[src/rtl/cpwm_multich.sv]
// Multi-channel carrier PWM: shared prescaled carrier, double-buffered period/compare,
// complementary outputs, reload-event interrupt divider. CPWM_DEADTIME_EN adds dead-time counters.
module cpwm_multich #(
  parameter int N_CH           = 3,
  parameter int DIVCLK_WIDTH   = 5,
  parameter int PWMCOUNT_WIDTH = 16,
  parameter int DTCOUNT_WIDTH  = 8,
  parameter int INTCOUNT_WIDTH = 3
) (
  input  logic                           clk,
  input  logic                           rst,
  input  logic                           pwm_on,
  input  logic                           int_on,
  input  logic [1:0]                     count_mode,
  input  logic [1:0]                     mask_mode,
  input  logic [DIVCLK_WIDTH-1:0]        clkdiv,
  input  logic [PWMCOUNT_WIDTH-1:0]      period,
  input  logic [N_CH*PWMCOUNT_WIDTH-1:0] compare,
  input  logic [DTCOUNT_WIDTH-1:0]       deadtime,
  input  logic [INTCOUNT_WIDTH-1:0]      int_count,
  output logic [PWMCOUNT_WIDTH-1:0]      carrier,
  output logic [N_CH-1:0]                pwm_h,
  output logic [N_CH-1:0]                pwm_l,
  output logic                           load_evt,
  output logic                           irq
);
  localparam int W = PWMCOUNT_WIDTH;

  localparam logic [1:0] COUNT_UP     = 2'b00;
  localparam logic [1:0] COUNT_DOWN   = 2'b01;
  localparam logic [1:0] COUNT_UPDOWN = 2'b10;
  localparam logic [1:0] NO_MASK      = 2'b00;
  localparam logic [1:0] MIN_MASK     = 2'b01;
  localparam logic [1:0] MAX_MASK     = 2'b10;
  localparam logic [1:0] MINMAX_MASK  = 2'b11;
  localparam logic       PWM_ON       = 1'b1;
  localparam logic       INT_ON       = 1'b1;

  localparam logic [W-1:0]              C_ONE = W'(1);
  localparam logic [DIVCLK_WIDTH-1:0]   D_ONE = DIVCLK_WIDTH'(1);
  localparam logic [INTCOUNT_WIDTH-1:0] I_ONE = INTCOUNT_WIDTH'(1);

  logic                      run;
  logic [DIVCLK_WIDTH-1:0]   div_cnt;
  logic                      dir_up;
  logic [W-1:0]              period_act;
  logic [N_CH*W-1:0]         cmp_act;
  logic [1:0]                mode_act;
  logic [INTCOUNT_WIDTH-1:0] evt_cnt;
  logic [N_CH-1:0]           raw_q;
  logic [N_CH-1:0]           raw_nxt;

  logic         tick, min_evt, max_evt, reload_hit, reload, evt_inc, dir_nxt;
  logic [W-1:0] carrier_nxt;

  assign run     = (pwm_on == PWM_ON);
  assign tick    = (div_cnt == clkdiv);
  assign min_evt = (carrier == '0);
  assign max_evt = (carrier == period_act);

  always_comb begin
    reload_hit = 1'b0;
    case (mask_mode)
      NO_MASK:     reload_hit = 1'b1;
      MIN_MASK:    reload_hit = min_evt;
      MAX_MASK:    reload_hit = max_evt;
      MINMAX_MASK: reload_hit = min_evt | max_evt;
    endcase
  end

  assign reload  = tick & reload_hit;
  // NO_MASK reloads every tick, so the irq divider counts carrier minima there instead
  assign evt_inc = (mask_mode == NO_MASK) ? (tick & min_evt) : reload;

  always_comb begin
    carrier_nxt = carrier;
    dir_nxt     = 1'b1;
    case (mode_act)
      COUNT_DOWN: carrier_nxt = min_evt ? period_act : carrier - C_ONE;
      COUNT_UPDOWN: begin
        if (period_act == '0) begin
          carrier_nxt = '0;
        end else if (dir_up) begin
          if (carrier >= period_act) begin
            carrier_nxt = carrier - C_ONE;
            dir_nxt     = 1'b0;
          end else begin
            carrier_nxt = carrier + C_ONE;
          end
        end else if (min_evt) begin
          carrier_nxt = C_ONE;
        end else begin
          carrier_nxt = carrier - C_ONE;
          dir_nxt     = 1'b0;
        end
      end
      default: carrier_nxt = (carrier >= period_act) ? '0 : carrier + C_ONE;
    endcase
  end

  always_comb begin
    raw_nxt = '0;
    for (int k = 0; k < N_CH; k++) raw_nxt[k] = (carrier < cmp_act[k*W +: W]);
  end

  // Carrier timebase and shadow-to-active reload; the carrier step uses the pre-reload values
  always_ff @(posedge clk or posedge rst) begin
    if (rst) begin
      div_cnt    <= '0;
      carrier    <= '0;
      dir_up     <= 1'b1;
      period_act <= '0;
      cmp_act    <= '0;
      mode_act   <= COUNT_UP;
    end else if (!run) begin
      div_cnt    <= '0;
      carrier    <= '0;
      dir_up     <= 1'b1;
      period_act <= '0;
      cmp_act    <= '0;
      mode_act   <= COUNT_UP;
    end else begin
      div_cnt <= tick ? '0 : div_cnt + D_ONE;
      if (tick) begin
        carrier <= carrier_nxt;
        dir_up  <= dir_nxt;
      end
      if (reload) begin
        period_act <= period;
        cmp_act    <= compare;
        mode_act   <= count_mode;
      end
    end
  end

  always_ff @(posedge clk or posedge rst) begin
    if (rst) begin
      evt_cnt  <= '0;
      load_evt <= 1'b0;
      irq      <= 1'b0;
    end else if (!run) begin
      evt_cnt  <= '0;
      load_evt <= 1'b0;
      irq      <= 1'b0;
    end else begin
      load_evt <= reload;
      irq      <= 1'b0;
      if (int_on != INT_ON) begin
        evt_cnt <= '0;
      end else if (evt_inc) begin
        if (evt_cnt == int_count) begin
          evt_cnt <= '0;
          irq     <= 1'b1;
        end else begin
          evt_cnt <= evt_cnt + I_ONE;
        end
      end
    end
  end

`ifdef CPWM_DEADTIME_EN
  localparam logic [DTCOUNT_WIDTH-1:0] DT_ONE = DTCOUNT_WIDTH'(1);

  logic [N_CH-1:0]                    raw_d;
  logic [N_CH-1:0][DTCOUNT_WIDTH-1:0] dt_cnt;

  // Any raw edge blanks both sides and restarts the count; the new side asserts on expiry
  always_ff @(posedge clk or posedge rst) begin
    if (rst) begin
      raw_q  <= '0;
      raw_d  <= '0;
      dt_cnt <= '0;
      pwm_h  <= '0;
      pwm_l  <= '0;
    end else if (!run) begin
      raw_q  <= '0;
      raw_d  <= '0;
      dt_cnt <= '0;
      pwm_h  <= '0;
      pwm_l  <= '0;
    end else begin
      raw_q <= raw_nxt;
      raw_d <= raw_q;
      for (int k = 0; k < N_CH; k++) begin
        if (raw_q[k] != raw_d[k]) begin
          dt_cnt[k] <= deadtime;
          pwm_h[k]  <= (deadtime == '0) & raw_q[k];
          pwm_l[k]  <= (deadtime == '0) & ~raw_q[k];
        end else if (dt_cnt[k] > DT_ONE) begin
          dt_cnt[k] <= dt_cnt[k] - DT_ONE;
          pwm_h[k]  <= 1'b0;
          pwm_l[k]  <= 1'b0;
        end else begin
          dt_cnt[k] <= '0;
          pwm_h[k]  <= raw_q[k];
          pwm_l[k]  <= ~raw_q[k];
        end
      end
    end
  end
`else
  logic dt_unused;
  assign dt_unused = ^deadtime;

  always_ff @(posedge clk or posedge rst) begin
    if (rst) begin
      raw_q <= '0;
      pwm_h <= '0;
      pwm_l <= '0;
    end else if (!run) begin
      raw_q <= '0;
      pwm_h <= '0;
      pwm_l <= '0;
    end else begin
      raw_q <= raw_nxt;
      pwm_h <= raw_q;
      pwm_l <= ~raw_q;
    end
  end
`endif

endmodule

[config.mk]
export PLATFORM = sky130hd
export DESIGN_NAME = cpwm_multich
export DESIGN_NICKNAME = d
export VERILOG_FILES = /design/src/rtl/cpwm_multich.sv
export SDC_FILE = /design/constraint.sdc
export NUM_CORES = 1
export LEC_CHECK = 0
export BUFFER_PORTS_ARGS = -buffer_cell sky130_fd_sc_hd__clkbuf_2
export CAP_MARGIN = 0
export CORE_MARGIN = 4
export CORE_UTILIZATION = 35
export CTS_BUF_LIST = sky130_fd_sc_hd__clkbuf_8
export DETAILED_ROUTE_END_ITERATION = 8
export MAX_ROUTING_LAYER = met4
export PLACE_DENSITY = 0.57
export SKIP_CTS_REPAIR_TIMING = 1
export SLEW_MARGIN = 5
export SYNTH_ARGS = -nofsm -noshare
export SYNTH_HDL_FRONTEND = slang
export SYNTH_SLANG_ARGS = --single-unit
[constraint.sdc]
create_clock -name clk -period 4.9 [get_ports clk]
set_input_delay 0.245 -clock clk [delete_from_list [all_inputs] [get_ports clk]]
set_output_delay 0.245 -clock clk [all_outputs]
set_load 0.1 [all_outputs]
==> results.yml <==
cts:
  cts_buffers: 9
  clk_latency_ns: 0.40
  clkSlewWorstSetupHoldPaths_ns: 0.11
  clock_path_buffers: 2
  cts_tree: "yes"
  root_buffer: "clkbuf_8"
  cts.sinks: 102
  cts_max_level: 3
status:
  violations: "negative hold slack"
  status: "complete, but fails checks"
die:
  start_util: 0.357
  die_h_um: 152
  fp-row-count: 52
  boundaryPins: 112
  die_area_um2: 23100
  fp.dieW_um: 152
  core_um2: 20300
placement:
  gp_congestion: 0.940
  place_ws_ns: 1.31
  hpwlAfterDp_um: 15400
  dp_cells: 1232
  place_area_um2: 8010
  port-buffer-count: 103
power:
  p_int_mw: 1.21
  vdd_drop_max_mv: 0.120
  leakage_nw: 3.69
  power_density_nw_per_um2: 215
  clock_power_share: 0.323
  p_comb_frac: 0.180
  switching_power_mw: 0.554
  pwr-share-seq: 0.498
  swShare: 0.314
sta:
  drv_slew: 0
  hold_viol: 54
  max_slew_margin: 0.301
  fin_tns_setup_ns: 0
  max_freq_mhz: 268
  fin_skew_ns: 0.0157
  finalSetupViolations: 0
  rsz0062_at_grt: "no"
  holdWs_ns: -0.0259
  worstMarginPinSlew_ns: 1.04
  finalCriticalPeriod_ns: 3.73
  fin_ws_ns: 1.17
  period_share: 0.761
yosys:
  synth.net_count: 1053
  ys_types: 69
  synth_seq_area_share: 0.352
  async_flop_share: 1.00
  syn_area_um2: 7250
  ys_seq_elements: 102
  ys.warnings.count: 0
  netlist_instances: 897
  synth.avg_cell_area_um2: 8.08
  synth_edf_count: 0
  synthFlopType: "dfrtp_1"
routing:
  drc: 0
  totalWireLength_um: 22000
  vias_per_cell: 5.34
  via_count: 6664
  wl_per_cell_um: 17.6
  dr.pass1.iters: 5
  ant_nets: 0
  drt_iter0_drc: 510
grt:
  gr-total-overflow: 0
  track_usage: 0.193
  antenna_found_initial: 0
  first_global_vias: 6239
  grt_pass1_wl_um: 34900
  grt_max_degree: 68
worst_hold_path:
  hold_path_class: "primary input to async pin"
cells_and_area:
  diodes: 0
  post-route-cell-area_um2: 8210
  layoutNonFillerInstCount: 1248
  syn_to_final_growth_pct: 13.3
  final_nets: 1129
  drive_gt1_frac: 0.156
critical_path:
  cp.arrival_ns: 4.07
  cp-end-kind: "flip-flop"
  crit_type: "flip-flop to flip-flop"
  worstPathMaxFanout: 23
  start_kind: "flip-flop"
  r2r_slack_ns: 1.17
  worstPathRequired_ns: 5.24
run:
  cap_violations: 0
## routing by layer
layer  track usage  vias to the layer above  part of all wire
li1              -                     3255                 -
met1         0.274                     3115              0.49
met2         0.278                      251              0.42
met3        0.0378                       43             0.064
met4        0.0616                        0             0.026
met5             -                        -                 0
## layout make-up
class	count	area [µm²]
Sequential cell	102	2550
Timing Repair Buffer	120	643
Multi-Input combinational cell	656	4160
Fill cell	2151	12100
Inverter	84	318
Clock buffer	10	138
Tap cell	270	338
Clock inverter	6	61.3
## worst paths after layout
path / from / to / cells past startpoint
max: carrier[0]$_DFFE_PP0P_ / carrier[11]$_DFFE_PP0P_ / 9
min: rst / load_evt$_DFF_PP0_ / 2
max reg2reg: carrier[0]$_DFFE_PP0P_ / carrier[11]$_DFFE_PP0P_ / 9
min reg2reg: raw_q[0]$_DFF_PP0_ / pwm_l[0]$_DFF_PP0_ / 1
max in group asynchronous: rst / period_act[5]$_DFFE_PP0P_ / 3
min in group clk: compare[11] / cmp_act[11]$_DFFE_PP0P_ / 3
## stage by stage
stage	total power, mW	util
3_3_place_gp	1.21	0.395
5_1_grt	1.85	0.405
3_5_place_dp	1.21	0.395
6_report	1.77	0.405
2_1_floorplan	1.11	-
4_1_cts	1.78	0.405
## placed cells by master (no fill, tap or decap), types with 7 or more instances in the layout
cell type    n
a21o_1      11
a21oi_1     99
a221oi_1     8
and2_1       7
buf_4       17
clkbuf_2   103
clkbuf_8    10
dfrtp_1    101
ha_1        68
inv_1       83
nand2_1    169
nand2b_1     9
nand3_1     18
nand4_1     18
nor2_1      43
nor3_1      16
nor4_1      11
o21ai_0     39
xnor2_1     24
xor2_1      11
## critical path: stages (launching register included)
cell and delay (ns):
dfrtp_1 0.70, inv_1 0.14, ha_1 0.33, nand2b_1 0.15
a2111oi_0 0.44, o31a_1 0.39, nand2_1 0.58, o31ai_1 0.59
a32o_1 0.23, a31o_1 0.10
## state kept, by name (all words and copies together), names as in the netlist
signal / cells
carrier: 16
cmp_act: 48
dir_up: 1
div_cnt: 5
evt_cnt: 3
irq: 1
load_evt: 1
mode_act: 2
period_act: 16
pwm_h: 3
pwm_l: 3
raw_q: 3
## logic make-up (layout without fill, tap and decap cells)
| logic type | Yosys count | after routing | share of synthesized area |
|---|---|---|---|
| DFF | 102 | 102 | 0.352 |
| AOI/OAI and AO/OA | 226 | 226 | 0.195 |
| buffers and inverters | 139 | 220 | 0.0775 |
| adders and majority gates | 68 | 68 | 0.117 |
| xor gates and xnor gates | 36 | 36 | 0.0445 |
| muxes | 7 | 7 | 0.00983 |
| and+or+nand+nor | 319 | 319 | 0.204 |
## synth_stat cells (all sizes together) (4+ instances only)
library cell | count | area (µm²)
nand2 | 170 | 641
dfrtp | 101 | 2530
a21oi | 100 | 504
inv | 84 | 315
ha | 68 | 851
nor2 | 44 | 165
o21ai | 42 | 210
clkbuf | 30 | 113
buf | 25 | 134
xnor2 | 25 | 226
nand4 | 19 | 125
nand3 | 18 | 90.1
nor3 | 16 | 80.1
nor4 | 13 | 111
a21o | 11 | 82.6
xor2 | 11 | 96.3
a221oi | 9 | 85.1
nand2b | 9 | 56.3
and2 | 7 | 43.8
o211ai | 7 | 57.6
a21boi | 6 | 45.0
mux2i | 6 | 60.1
or3 | 6 | 37.5
a2111oi | 4 | 35.0
a211o | 4 | 35.0
a211oi | 4 | 30.0
a22oi | 4 | 30.0
a31oi | 4 | 25.0
and3 | 4 | 25.0
o31ai | 4 | 30.0
## power groups by stage
| stage | Combinational, mW | Sequential [mW] | Clock [mW] |
|---|---|---|---|
| 6_report | 0.318 | 0.879 | 0.570 |
| 5_1_grt | 0.350 | 0.882 | 0.617 |
| 4_1_cts | 0.319 | 0.879 | 0.586 |
| 3_5_place_dp | 0.317 | 0.896 | 0 |
| 3_3_place_gp | 0.316 | 0.894 | 0 |
| 2_1_floorplan | 0.181 | 0.932 | 0 |
(Power assumes the default switching activity.)
